### src/rtl/ula_arbiter_if.sv
`default_nettype none
// ============================================================================
// Module   : ula_arbiter_if
// Brief    : Requester-side handshake and response bus of the shared-ULA
//            round-robin arbiter (one slice per requester).
// Revision : 1.0 - initial release
// ============================================================================
interface ula_arbiter_if #(
  parameter int NREQ = 4,
  parameter int W    = 32
);
  logic [NREQ-1:0]   req_valid;
  logic [NREQ-1:0]   req_ready;
  logic [NREQ*W-1:0] req_a;
  logic [NREQ*W-1:0] req_b;
  logic [NREQ*3-1:0] req_op;
  logic [NREQ-1:0]   rsp_valid;
  logic [W-1:0]      rsp_result;
  logic              rsp_zero;
  logic              rsp_invalid;

  modport master (
    output req_valid, req_a, req_b, req_op,
    input  req_ready, rsp_valid, rsp_result, rsp_zero, rsp_invalid
  );

  modport slave (
    input  req_valid, req_a, req_b, req_op,
    output req_ready, rsp_valid, rsp_result, rsp_zero, rsp_invalid
  );
endinterface
`default_nettype wire

### src/rtl/ula_arbiter.sv
`default_nettype none
// ============================================================================
// Module   : ula_arbiter
// Brief    : Round-robin arbiter sharing one combinational ULA among NREQ
//            requesters; fixed 2-cycle latency. Stats counters are built only
//            when ULA_ARB_STATS_EN is defined.
// Revision : 1.0 - initial release
// ============================================================================
module ula_arbiter #(
  parameter int NREQ = 4,
  parameter int W    = 32
) (
  input  wire logic               clk,
  input  wire logic               reset,
  input  wire logic               hold,
  ula_arbiter_if.slave            bus,
  output logic [W-1:0]            alu_a,
  output logic [W-1:0]            alu_b,
  output logic [2:0]              alu_ctrl,
  input  wire logic [W-1:0]       alu_result,
  input  wire logic               alu_zero,
  output logic [NREQ*32-1:0]      grant_cnt,
  output logic [31:0]             invalid_cnt
);

  localparam int              c_IDX_W = $clog2(NREQ);
  localparam logic [NREQ-1:0] c_ONE   = {{(NREQ-1){1'b0}}, 1'b1};

  logic [c_IDX_W-1:0] r_last_grant;
  logic               r_ex_valid;
  logic [c_IDX_W-1:0] r_ex_owner;
  logic               r_ex_invalid;
  logic [W-1:0]       r_alu_a;
  logic [W-1:0]       r_alu_b;
  logic [2:0]         r_alu_ctrl;
  logic [NREQ-1:0]    r_rsp_valid;
  logic [W-1:0]       r_rsp_result;
  logic               r_rsp_zero;
  logic               r_rsp_invalid;

  logic               w_found;
  logic               w_accept;
  logic [c_IDX_W-1:0] w_cand;
  logic [c_IDX_W-1:0] w_grant_idx;
  logic [NREQ-1:0]    w_grant;
  logic [W-1:0]       w_sel_a;
  logic [W-1:0]       w_sel_b;
  logic [2:0]         w_sel_op;
  logic               w_sel_invalid;

  // Search starts one past the last accepted requester and wraps at NREQ.
  always_comb begin
    w_found     = 1'b0;
    w_grant_idx = '0;
    w_cand      = '0;
    for (int k = 1; k <= NREQ; k++) begin
      w_cand = c_IDX_W'((int'(r_last_grant) + k) % NREQ);
      if (!w_found && bus.req_valid[w_cand]) begin
        w_found     = 1'b1;
        w_grant_idx = w_cand;
      end
    end
  end

  always_comb begin
    w_accept      = w_found & ~hold;
    w_grant       = w_accept ? (c_ONE << w_grant_idx) : '0;
    w_sel_a       = bus.req_a[w_grant_idx*W +: W];
    w_sel_b       = bus.req_b[w_grant_idx*W +: W];
    w_sel_op      = bus.req_op[w_grant_idx*3 +: 3];
    w_sel_invalid = !(w_sel_op inside {3'b000, 3'b001, 3'b010, 3'b110, 3'b111});
  end

  always_ff @(posedge clk or posedge reset) begin
    if (reset) begin
      r_last_grant  <= c_IDX_W'(NREQ - 1);
      r_ex_valid    <= 1'b0;
      r_ex_owner    <= '0;
      r_ex_invalid  <= 1'b0;
      r_alu_a       <= '0;
      r_alu_b       <= '0;
      r_alu_ctrl    <= '0;
      r_rsp_valid   <= '0;
      r_rsp_result  <= '0;
      r_rsp_zero    <= 1'b0;
      r_rsp_invalid <= 1'b0;
    end else begin
      r_ex_valid <= w_accept;
      if (w_accept) begin
        r_last_grant <= w_grant_idx;
        r_ex_owner   <= w_grant_idx;
        r_ex_invalid <= w_sel_invalid;
        r_alu_a      <= w_sel_a;
        r_alu_b      <= w_sel_b;
        r_alu_ctrl   <= w_sel_op;
      end
      // Response side has no backpressure: EX always drains into RSP.
      r_rsp_valid <= r_ex_valid ? (c_ONE << r_ex_owner) : '0;
      if (r_ex_valid) begin
        r_rsp_result  <= alu_result;
        r_rsp_zero    <= alu_zero;
        r_rsp_invalid <= r_ex_invalid;
      end
    end
  end

  assign bus.req_ready   = w_grant;
  assign bus.rsp_valid   = r_rsp_valid;
  assign bus.rsp_result  = r_rsp_result;
  assign bus.rsp_zero    = r_rsp_zero;
  assign bus.rsp_invalid = r_rsp_invalid;
  assign alu_a           = r_alu_a;
  assign alu_b           = r_alu_b;
  assign alu_ctrl        = r_alu_ctrl;

`ifdef ULA_ARB_STATS_EN
  logic [31:0] r_invalid_cnt;

  for (genvar gi = 0; gi < NREQ; gi++) begin : g_grant_cnt
    logic [31:0] r_cnt;
    always_ff @(posedge clk or posedge reset) begin
      if (reset) begin
        r_cnt <= '0;
      end else if (w_grant[gi]) begin
        r_cnt <= r_cnt + 32'd1;
      end
    end
    assign grant_cnt[gi*32 +: 32] = r_cnt;
  end

  always_ff @(posedge clk or posedge reset) begin
    if (reset) begin
      r_invalid_cnt <= '0;
    end else if (w_accept && w_sel_invalid) begin
      r_invalid_cnt <= r_invalid_cnt + 32'd1;
    end
  end

  assign invalid_cnt = r_invalid_cnt;
`else
  assign grant_cnt   = '0;
  assign invalid_cnt = '0;
`endif

endmodule
`default_nettype wire

### src/flat_wrapper.sv
// flat-port wrapper written by rule: the top's interface ports become plain ports
module ula_arbiter_flat 
#(
  parameter int NREQ = 4,
  parameter int W    = 32
)
  (clk, reset, hold, alu_a, alu_b, alu_ctrl, alu_result, alu_zero, grant_cnt, invalid_cnt, bus_req_valid, bus_req_a, bus_req_b, bus_req_op, bus_req_ready, bus_rsp_valid, bus_rsp_result, bus_rsp_zero, bus_rsp_invalid);
  ula_arbiter_if #(.NREQ(NREQ), .W(W)) bus_i ();
  input  wire logic clk;
  input  wire logic reset;
  input  wire logic hold;
  output logic [W-1:0] alu_a;
  output logic [W-1:0] alu_b;
  output logic [2:0] alu_ctrl;
  input  wire logic [W-1:0] alu_result;
  input  wire logic alu_zero;
  output logic [NREQ*32-1:0] grant_cnt;
  output logic [31:0] invalid_cnt;
  input wire logic [$bits(bus_i.req_valid)-1:0] bus_req_valid;
  input wire logic [$bits(bus_i.req_a)-1:0] bus_req_a;
  input wire logic [$bits(bus_i.req_b)-1:0] bus_req_b;
  input wire logic [$bits(bus_i.req_op)-1:0] bus_req_op;
  output wire logic [$bits(bus_i.req_ready)-1:0] bus_req_ready;
  output wire logic [$bits(bus_i.rsp_valid)-1:0] bus_rsp_valid;
  output wire logic [$bits(bus_i.rsp_result)-1:0] bus_rsp_result;
  output wire logic [$bits(bus_i.rsp_zero)-1:0] bus_rsp_zero;
  output wire logic [$bits(bus_i.rsp_invalid)-1:0] bus_rsp_invalid;
  assign bus_i.req_valid = bus_req_valid;
  assign bus_i.req_a = bus_req_a;
  assign bus_i.req_b = bus_req_b;
  assign bus_i.req_op = bus_req_op;
  assign bus_req_ready = bus_i.req_ready;
  assign bus_rsp_valid = bus_i.rsp_valid;
  assign bus_rsp_result = bus_i.rsp_result;
  assign bus_rsp_zero = bus_i.rsp_zero;
  assign bus_rsp_invalid = bus_i.rsp_invalid;
  ula_arbiter #(.NREQ(NREQ), .W(W)) u_core (.clk(clk), .reset(reset), .hold(hold), .bus(bus_i), .alu_a(alu_a), .alu_b(alu_b), .alu_ctrl(alu_ctrl), .alu_result(alu_result), .alu_zero(alu_zero), .grant_cnt(grant_cnt), .invalid_cnt(invalid_cnt));
endmodule
### config.mk
export PLATFORM = sky130hd
export DESIGN_NAME = ula_arbiter_flat
export DESIGN_NICKNAME = d
export VERILOG_FILES = /design/src/rtl/ula_arbiter_if.sv /design/src/rtl/ula_arbiter.sv /design/src/flat_wrapper.sv
export SDC_FILE = /design/constraint.sdc
export NUM_CORES = 1
export LEC_CHECK = 0
export CAP_MARGIN = 25
export CORE_AREA = 2 2 228 230
export DETAILED_ROUTE_END_ITERATION = 10
export DIE_AREA = 0 0 230 232
export REMOVE_ABC_BUFFERS = 1
export SETUP_SLACK_MARGIN = 0.4
export SYNTH_ARGS = -nofsm -noshare
export SYNTH_HDL_FRONTEND = slang
export SYNTH_SLANG_ARGS = --single-unit
### constraint.sdc
create_clock -name clk -period 4.31 [get_ports clk]
set_input_delay 0.862 -clock clk [delete_from_list [all_inputs] [get_ports clk]]
set_output_delay 0.862 -clock clk [all_outputs]
set_load 0.02 [all_outputs]
### Yosys cells after proc, flatten, opt, wreduce, memory -nomap -nowiden

Cells that the tools add are included.

| storage, ports and cells | value |
|---|---|
| latch bits | 0 |
| bits of input ports | 308 |
| memory bits (read-only) | 0 |
| logic and storage cells | 58 |
| register bits | 111 |
| bits in writable memories | 0 |
| memories | 0 |

| operators by class | value |
|---|---|
| div/mod/pow operators | 0 |
| $add $sub $neg | 4 |
| shifts and indexed selects | 5 |
| reductions and logical operators | 9 |
| eq/ne operators | 4 |
| multipliers | 1 |
| order comparisons | 4 |
| mux-type cells | 18 |
| bitwise gates (word level) | 2 |

Operators with widths:

| cell | count |
|---|---|
| 128-bit by 8-bit variable part select with 32-bit output | 2 |
| 2-bit by 3-bit less-than comparator with 1-bit output, second input constant | 4 |
| 12-bit by 5-bit variable part select with 3-bit output | 1 |
| 1-bit binary-select mux with 2-bit select | 4 |
| 1-bit two-way mux | 8 |
| 2-bit two-way mux | 4 |
| 4-bit two-way mux | 2 |
| 1-bit by 2-bit left shift with 4-bit output, first input constant | 2 |
| 3-bit == test, second input constant | 2 |
| 5-bit nonzero test | 1 |
| 2-bit by 1-bit adder with 2-bit output, second input constant | 2 |
| 2-bit adder, second input constant | 2 |
| 1-bit zero test | 4 |
| 2-bit by 2-bit multiplier with 4-bit output, second input constant | 1 |
| 3-bit by 1-bit == test with 1-bit output, second input constant | 1 |
| 3-bit by 2-bit == test with 1-bit output, second input constant | 1 |
| 1-bit logical AND | 3 |
| 3-bit zero test | 1 |
| 1-bit AND | 1 |
| 1-bit inverter | 1 |

### Depth between registers and ports, before layout

Gate-level depths: netlist of the first run.

| logic depth | value |
|---|---|
| depth in word-level cells | 18 |
| depth in mapped cells | 9 |
| mapped depth without buffers | 6 |

### Worst setup path after synthesis of the first run

Ideal clock, no wire load.

| timing | value |
|---|---|
| kind | in2out |
| start point | input bus_req_valid[0] |
| end point | output bus_req_ready[2] |
| arrival | 2.239 ns |
| stages on the path | 7 |
| path slack | 1.209 ns |
| required time | 3.448 ns |
| path buffers | 2 |
| path through | o211a_1 -> or2_1 -> nor2_2 -> buf_2 -> buf_4 -> nand2_1 -> nor2_1 |

| between the ends | value |
|---|---|
| word-level cells in the longest chain between the ends | 14 |

Ends and longest elaborated chain:

| what | line | RTL |
|---|---|---|
| start: declaration | flat_wrapper.sv:19 | `input wire logic [$bits(bus_i.req_valid)-1:0] bus_req_valid;` |
| 1-bit binary-select mux with 2-bit select | ula_arbiter.sv:58 | `if (!w_found && bus.req_valid[w_cand]) begin` |
| 1-bit two-way mux (implied by the code) | ula_arbiter.sv:58 |  |
| 1-bit two-way mux | ula_arbiter.sv:58 |  |
| 1-bit zero test | ula_arbiter.sv:58 |  |
| 1-bit logical AND | ula_arbiter.sv:58 |  |
| 1-bit two-way mux | ula_arbiter.sv:58 |  |
| 1-bit zero test | ula_arbiter.sv:58 |  |
| 1-bit logical AND | ula_arbiter.sv:58 |  |
| 1-bit two-way mux | ula_arbiter.sv:58 |  |
| 1-bit zero test | ula_arbiter.sv:58 |  |
| 1-bit logical AND | ula_arbiter.sv:58 |  |
| 2-bit two-way mux / 1-bit two-way mux (equally long branches) | ula_arbiter.sv:58 |  |
| 1-bit by 2-bit left shift with 4-bit output / 1-bit AND (equally long branches) | ula_arbiter.sv:67, ula_arbiter.sv:66 |  |
| 4-bit two-way mux * | ula_arbiter.sv:67 | `w_grant = w_accept ? (c_ONE << w_grant_idx) : '0;` |
| end: declaration | flat_wrapper.sv:23 | `output wire logic [$bits(bus_i.req_ready)-1:0] bus_req_ready;` |

Mark *: on every way between the ends. The rest lies on a longest branch, timed or not. The select of a mux whose other input is x is not followed.

### Worst setup path after layout of the first run

Same ends and word-level chain as after synthesis.

==> key figures, run 1 <==
Logic synthesis
  – Post-synthesis sequential area ratio: 0.362
  – Main synth FF type: dfrtp_1
  – Synthesized instance count: ~940
  – Async SR Flop Fraction: 1.00
  – Yosys reg bits: 111
  – Most common cell in the synthesized netlist: nand2_1
  – Synth Area per Inst: ~8.2 um2
  – Post-synth EDFFs: 0
  – Library cells used by synthesis: 35
  – Mapped Area: 0.00768 mm2
  – Largest area contributor in the netlist: dfrtp_1
  – Leading cell types by count after synthesis: nand2_1, buf_4, nand3_1
  – Synth warnings: 0
  – Leading post-synthesis cells by cell area: dfrtp_1, buf_4, nand2_1, nand3_1, a31o_1
  – Post-synth top area share: 0.355

Global routing
  – Via count of the first global-routing pass: around 7300
  – First-pass GRT wire length: between 40000 and 50000 um
  – Total grt overflow: 0
  – Largest net degree at the start of global routing: about 130
  – Initial antenna violation count: 0
  – GRT Util Overall: 0.0974

Layout
  – N_diodes: 0
  – Fill cell count: roughly 5600
  – Area delta synth->final: 59.0%
  – Multi-input combinational cell area: 0.00397 mm2
  – Post-Layout Cell Count: 2000
  – Fraction of layout cells with a size suffix above 1: 0.0591
  – Design area: about 0.012 mm2
  – FF+latch area: 0.00278 mm2
  – Fin nets: 1623

Floorplan
  – Die width: approximately 230 um
  – Die area: between 0.05 and 0.06 mm2
  – I/O pins: between 500 and 600
  – Die Y: 232 um
  – Core area: 0.0509 mm2
  – Initial Util: 0.151
  – # rows: slightly above 80

Timing
  – Hold Fails Final Rpt: 0
  – Final-report max-slew violation count: 0
  – Setup Skew: 0.00956 ns
  – Worst Slack Setup Final: just under 0.5 ns
  – RSZ-0062 raised after global routing: false
  – Max_slew headroom: 0.419
  – Worst-Margin Slew: 0.872 ns
  – Tmin final: 3.82 ns
  – Fmax: about 260 MHz
  – Fin crit share: 0.887
  – Final setup vio count: 0

Clock network
  – Hold-fix buffers, CTS: 0
  – Clk buf depth: 2
  – TritonCTS clock tree: built
  – H-Tree Depth: 3
  – Clk_lat worst skew: between 0.3 and 0.4 ns
  – CTS sink cnt: between 100 and 150
  – Clock Pin Slew Worst Setup and Hold Paths: roughly 0.070 ns
  – Root Buffer: clkbuf_16
  – Number of CTS-inserted buffers: 9

Status
  – Status: finished clean

Critical path
  – R2r setup slk: roughly 1.6 ns
  – Crit. End Element: primary output
  – CP max FO: 6
  – Worst EP arrival: about 3.0 ns
  – Startpoint types: input port
  – Worst Path Required: 3.45 ns
  – WS Path Type: in -> out

Placed design
  – Placed cell count: 1984
  – Pre-CTS setup slack: 0.427 ns
  – PortBufs: around 420
  – Hpwl dp: 20800 um
  – GP Congestion: 0.810
  – Placed inst area: 0.0119 mm2

Routing
  – Via count: between 7000 and 8000
  – Post-route DRC: 0
  – Avg Vias per Cell: approximately 3.7
  – Routed Antenna Nets: 0
  – Detailed Routing Iterations Pass 1: 4
  – Initial drt markers: 200
  – Wire per inst: about 14 um
  – WL final: 27000 um

Power
  – Tot Pwr: around 4.7 mW
  – Leakage: roughly 5.1 nW
  – Power Dens Cells: about 380 mW/mm2
  – VDD IR max: ~0.00018 V

Hold path
  – Worst Hold Class: reg -> reg

Run
  – Max Cap Viol: 0
==> sequential cells by signal, summed over array words and instances, names as in the netlist <==
| signal | cells |
|---|---|
| u_core.bus.rsp_invalid | 1 |
| u_core.bus.rsp_result | 32 |
| u_core.r_last_grant | 2 |
| u_core.alu_b | 32 |
| u_core.bus.rsp_zero | 1 |
| u_core.r_ex_owner | 2 |
| u_core.alu_a | 32 |
| u_core.alu_ctrl | 3 |
| u_core.r_ex_invalid | 1 |
| u_core.r_ex_valid | 1 |
| u_core.bus.rsp_valid | 4 |
==> cell type report <==
type                    count  area share
repair buffers            426       0.349
multi-input cells         764       0.325
flip-flops and latches    111       0.228
well taps                 680      0.0697
clock buffers              11      0.0199
clock inverters             5     0.00718
inverters                   3     0.00113
==> cell usage in the layout, fill, tap and decap left out, types with 2 or more instances in the layout <==
cell,n
a21oi_2,2
a311oi_1,2
a31o_1,64
a32oi_1,2
and3_1,2
and3b_1,2
buf_12,2
buf_4,8
bufinv_16,2
clkbuf_16,9
clkdlybuf4s50_1,416
conb_1,160
dfrtp_1,109
dfstp_2,2
inv_1,2
mux2_2,38
nand2_1,259
nand2b_1,2
nand3_1,130
nor2_1,11
nor2_2,2
nor2_4,2
nor2b_1,65
nor3b_1,2
o21ai_0,6
==> through the flow <==
step | utilization | TNS, ns | hold slack [ns]
after floorplan | - | -167.69 | 0.446
after global placement | 0.233 | 0 | 0.484
after detailed placement | 0.233 | 0 | 0.487
after CTS | 0.240 | 0 | 0.499
after global routing | 0.240 | 0 | 0.522
final | 0.240 | 0 | 0.500
==> power breakdown <==
group	total [mW]	internal (mW)	switching [mW]
registers	1.42	1.28	0.137
clock network	0.968	0.533	0.435
logic	2.29	1.05	1.24
==> final timing paths <==
check / startpoint / endpoint / cells after the start
setup reg to reg: u_core.r_last_grant[1]$_DFFE_PP1P_ / u_core.alu_ctrl[0]$_DFFE_PP0P_ / 6
hold reg to reg: u_core.r_ex_owner[1]$_DFFE_PP0P_ / u_core.bus.rsp_valid[1]$_DFF_PP0_ / 1
hold / removal: u_core.r_ex_owner[1]$_DFFE_PP0P_ / u_core.bus.rsp_valid[1]$_DFF_PP0_ / 1
max in group asynchronous: reset / u_core.r_last_grant[1]$_DFFE_PP1P_ / 3
setup / recovery: bus_req_valid[0] / bus_req_ready[2] / 7
min in group asynchronous: reset / u_core.bus.rsp_result[19]$_DFFE_PP0P_ / 2
==> per-layer routing <==
layer  global-route usage  part of all wire
met5                    0                 0
met4               0.0522             0.037
met3               0.0262             0.080
met2                0.173              0.50
met1                0.106              0.39
==> repair_timing <==
action	CTS	global route
resized for setup	0	3
buffers inserted	0	0
setup endpoints to repair	0	2
==> cell families (layout without fill, tap and decap cells) <==
family                 count (synthesis)  in the layout  share of synthesized area
and+or+nand+nor                      481            481                      0.283
buffers and inverters                225            445                      0.204
DFF                                  111            111                      0.362
AOI/OAI and AO/OA                     83             83                     0.0909
muxes                                 40             40                     0.0600
other                                  1            160                   0.000488
==> worst max-delay path: stages <==
cell and delay [ns]:
clkdlybuf4s50_1 0.51, o211a_1 0.29, or2_1 0.30, nor2_4 0.15
nand2_1 0.07, nor2_1 0.11, clkdlybuf4s50_1 0.66
(Power assumes the default switching activity.)
==> run 2, diff against run 1 <==
--- a/config.mk
+++ b/config.mk
@@ -9,6 +9,7 @@
 export CORE_AREA = 2 2 228 230
 export DETAILED_ROUTE_END_ITERATION = 10
 export DIE_AREA = 0 0 230 232
+export PLACE_DENSITY = 0.5
 export REMOVE_ABC_BUFFERS = 1
 export SETUP_SLACK_MARGIN = 0.4
 export SYNTH_ARGS = -nofsm -noshare
==> run 2 against run 1 <==
Sequential share of layout area rose by 0.064 points. Routed wire length is 5.7% higher. Setup slack improved by 0.069 ns. Fmax increased by 1.8%. Clock-buffer cell count rose by 2. Sequential power hardly changed. Combinational power about the same. Die area is the same. Clock skew rose by 0.00059 ns.
==> key figures, run 2 (same netlist as run 1, synthesis figures left out) <==
Status
  – Status: finished clean

Timing
  – Worst Slack Setup Final: 0.558 ns (+0.0693 ns)
  – Fmax: 267 MHz (+1.8%)
  – Setup Skew: 0.0102 ns (+0.000592 ns)
  – Hold Fails Final Rpt: 0 (unchanged)
  – Final setup vio count: 0 (unchanged)
  – Fin crit share: 0.871 (-0.0161)
  – Final-report max-slew violation count: 0 (unchanged)
  – Worst-Margin Slew: 0.899 ns (+0.0275 ns)
  – Tmin final: 3.75 ns (-0.0693 ns)
  – RSZ-0062 raised after global routing: false
  – Setup TNS: 0 ns (unchanged)
  – Max_slew headroom: 0.401 (-0.0183)
  – Hold Slack: 0.492 ns (-0.00816 ns)

Critical path
  – Delay-heaviest family, CP: buffers and inverters
  – Most frequent CP cell: clkdlybuf4s50_1
  – Startpoint types: input port
  – Crit. End Element: primary output
  – CP max stage delay: 0.62 ns (-0.04 ns)
  – Worst EP arrival: 2.89 ns (-0.07 ns)
  – CP max FO: 6 (unchanged)
  – CP cell instances: clkdlybuf4s50_1 > mux2i_1 > o22ai_2 > o21ai_0 > nor2_1 > clkdlybuf4s50_1
  – Worst Path Required: 3.45 ns (about the same)
  – CP bufs+invs: 2 (unchanged)
  – Max stage delay cell, worst path: clkdlybuf4s50_1
  – WS Path Type: in -> out

Global routing
  – Met3 Track Usage GR: 0.0309 (+0.00479)
  – Largest net degree at the start of global routing: 131 (unchanged)
  – Total grt overflow: 0 (unchanged)
  – GR Layer Usage met2: 0.181 (+0.00800)
  – First-pass GRT wire length: 41300 um (+2.9%)
  – Grt peak-use layer: met2
  – Via count of the first global-routing pass: 7168 (-1.1%)
  – GRT Util Overall: 0.102 (+0.00467)
  – Initial antenna violation count: 0 (unchanged)
  – Routing usage on met1: 0.111 (+0.00557)

Routing
  – Post-route DRC: 0 (unchanged)
  – WL final: 28500 um (+5.7%)
  – Via count: 7349 (+0.55%)
  – Detailed Routing Iterations Pass 1: 4 (unchanged)
  – Wire per inst: 14.3 um (+5.7%)
  – Avg Vias per Cell: 3.67 (+0.55%)
  – Initial drt markers: 264 (+32%)
  – Routed Antenna Nets: 0 (unchanged)

Clock network
  – H-Tree Depth: 3 (unchanged)
  – TritonCTS clock tree: built
  – Number of CTS-inserted buffers: 9 (unchanged)
  – Clk buf depth: 2 (unchanged)
  – CTS sink cnt: 111 (unchanged)
  – Clk_lat worst skew: 0.39 ns (about the same)
  – Clock Pin Slew Worst Setup and Hold Paths: 0.07 ns (about the same)
  – Root Buffer: clkbuf_16
  – Hold-fix buffers, CTS: 0 (unchanged)

Layout
  – Commonest non-fill, non-tap cell in the layout: clkdlybuf4s50_1
  – Post-Layout Cell Count: 2000 (unchanged)
  – N_diodes: 0 (unchanged)
  – Fill cell count: 5641 (+1.2%)
  – Fraction of layout cells with a size suffix above 1: 0.0591 (unchanged)
  – Most frequent cells in the layout: clkdlybuf4s50_1, nand2_1, conb_1
  – Multi-input combinational cell area: 0.00396 mm2 (-0.13%)
  – Area delta synth->final: 58.6%
  – Fin nets: 1623 (unchanged)
  – FF+latch area: 0.00278 mm2 (about the same)

Power
  – Int Pwr: 2.79 mW (-2.6%)
  – Power Dens Cells: 379 mW/mm2 (-0.96%)
  – Clock share of power: 0.194 (-0.013)
  – Sequential share of power: 0.308 (+0.005)
  – NetSw: 1.83 mW (+0.98%)
  – VDD IR max: 0.000180 V (+2.1%)
  – Switching portion of total power: 0.396 (+0.00850)
  – Tot Pwr: 4.62 mW (-1.2%)
  – Leakage: 5.13 nW (+0.18%)
  – Logic pwr share: 0.499 (+0.009)

Placed design
  – Pre-CTS setup slack: 0.449 ns (+0.0217 ns)
  – Placed cell count: 1984 (unchanged)
  – Hpwl dp: 21900 um (+5.4%)
  – GP Congestion: 0.825 (+1.8%)
  – PortBufs: 416 (unchanged)

Floorplan
  – Die area: 0.0534 mm2 (unchanged)
  – Core area: 0.0509 mm2 (unchanged)
  – Die Y: 232 um (unchanged)
  – I/O pins: 577 (unchanged)
  – # rows: 83 (unchanged)
  – Die width: 230 um (unchanged)
  – Initial Util: 0.151 (unchanged)

Run
  – Max Cap Viol: 0 (unchanged)

Hold path
  – Worst Hold Class: reg -> reg
==> run 2: changes by cell type in the layout (fill, tap and decap cells not counted), moves of 2 or more <==
cell	change
clkbuf_8	+3
bufinv_16	-2
nor2_1	+2
nor2_2	-2
==> run 2: power by group through the flow <==
| stage | logic (mW) | registers (mW) | clock network (mW) |
|---|---|---|---|
| after global routing | 2.49 | 1.45 | 0.982 |
| final | 2.30 | 1.42 | 0.896 |
| after global placement | 2.33 | 1.43 | 0 |
| after CTS | 2.34 | 1.43 | 0.964 |
| after detailed placement | 2.34 | 1.44 | 0 |
| after floorplan | 0.978 | 1.69 | 0 |
==> run 2: stage by stage <==
stage               cell area [um2]  utilization
floorplan                      6720            -
finish                        12200        0.239
CTS                           12200        0.239
global placement              11900        0.233
detailed placement            11900        0.233
global route                  12200        0.239
==> run 2: path summary, 6_finish.rpt <==
path	from	to	slack, ns	cells after the start
max in group asynchronous	reset	u_core.r_last_grant[0]$_DFFE_PP1P_	2.64	3
min in group asynchronous	reset	u_core.bus.rsp_result[15]$_DFFE_PP0P_	0.84	2
worst max register to register	u_core.r_last_grant[1]$_DFFE_PP1P_	u_core.alu_b[24]$_DFFE_PP0P_	1.36	8
worst max-delay path	bus_req_valid[3]	bus_req_ready[3]	0.56	6
worst min register to register	u_core.r_ex_owner[1]$_DFFE_PP0P_	u_core.bus.rsp_valid[1]$_DFF_PP0_	0.49	1
worst min-delay path	u_core.r_ex_owner[1]$_DFFE_PP0P_	u_core.bus.rsp_valid[1]$_DFF_PP0_	0.49	1
==> run 2: worst register-to-register path: cells and delay by family (launching register included) <==
| kind | cells | cell delay [ns] |
|---|---|---|
| compound gates | 2 | 0.32 |
| buf+inv | 2 | 1.20 |
| flops | 1 | 0.60 |
| mux | 1 | 0.24 |
| simple gates | 3 | 0.53 |
==> run 2: final cells by class <==
type	instances	area share
inverter	3	0.00113
clock buffer	13	0.0230
timing repair buffer	426	0.350
tap	680	0.0699
clock inverter	3	0.00185
sequential	111	0.228
multi-input combinational	764	0.325
==> run 2: repair_timing <==
| action | 4_1_cts | 5_1_grt |
|---|---|---|
| setup buffers | 0 | 0 |
| resized for setup | 0 | 2 |
| endpoints found under the setup margin | 0 | 1 |
==> run 2: metal layers <==
layer | part of all wire | vias to the layer above
met5 | 0 | -
met4 | 0.032 | 0
met3 | 0.080 | 36
met2 | 0.49 | 359
met1 | 0.39 | 3405
li1 | - | 3549
==> run 3, diff against run 2 <==
--- a/config.mk
+++ b/config.mk
@@ -12,6 +12,7 @@
 export PLACE_DENSITY = 0.5
 export REMOVE_ABC_BUFFERS = 1
 export SETUP_SLACK_MARGIN = 0.4
+export SKIP_CTS_REPAIR_TIMING = 1
 export SYNTH_ARGS = -nofsm -noshare
 export SYNTH_HDL_FRONTEND = slang
 export SYNTH_SLANG_ARGS = --single-unit
==> results of run 3 <==
The final DEF is identical to that of run 2; final timing and power are the same.
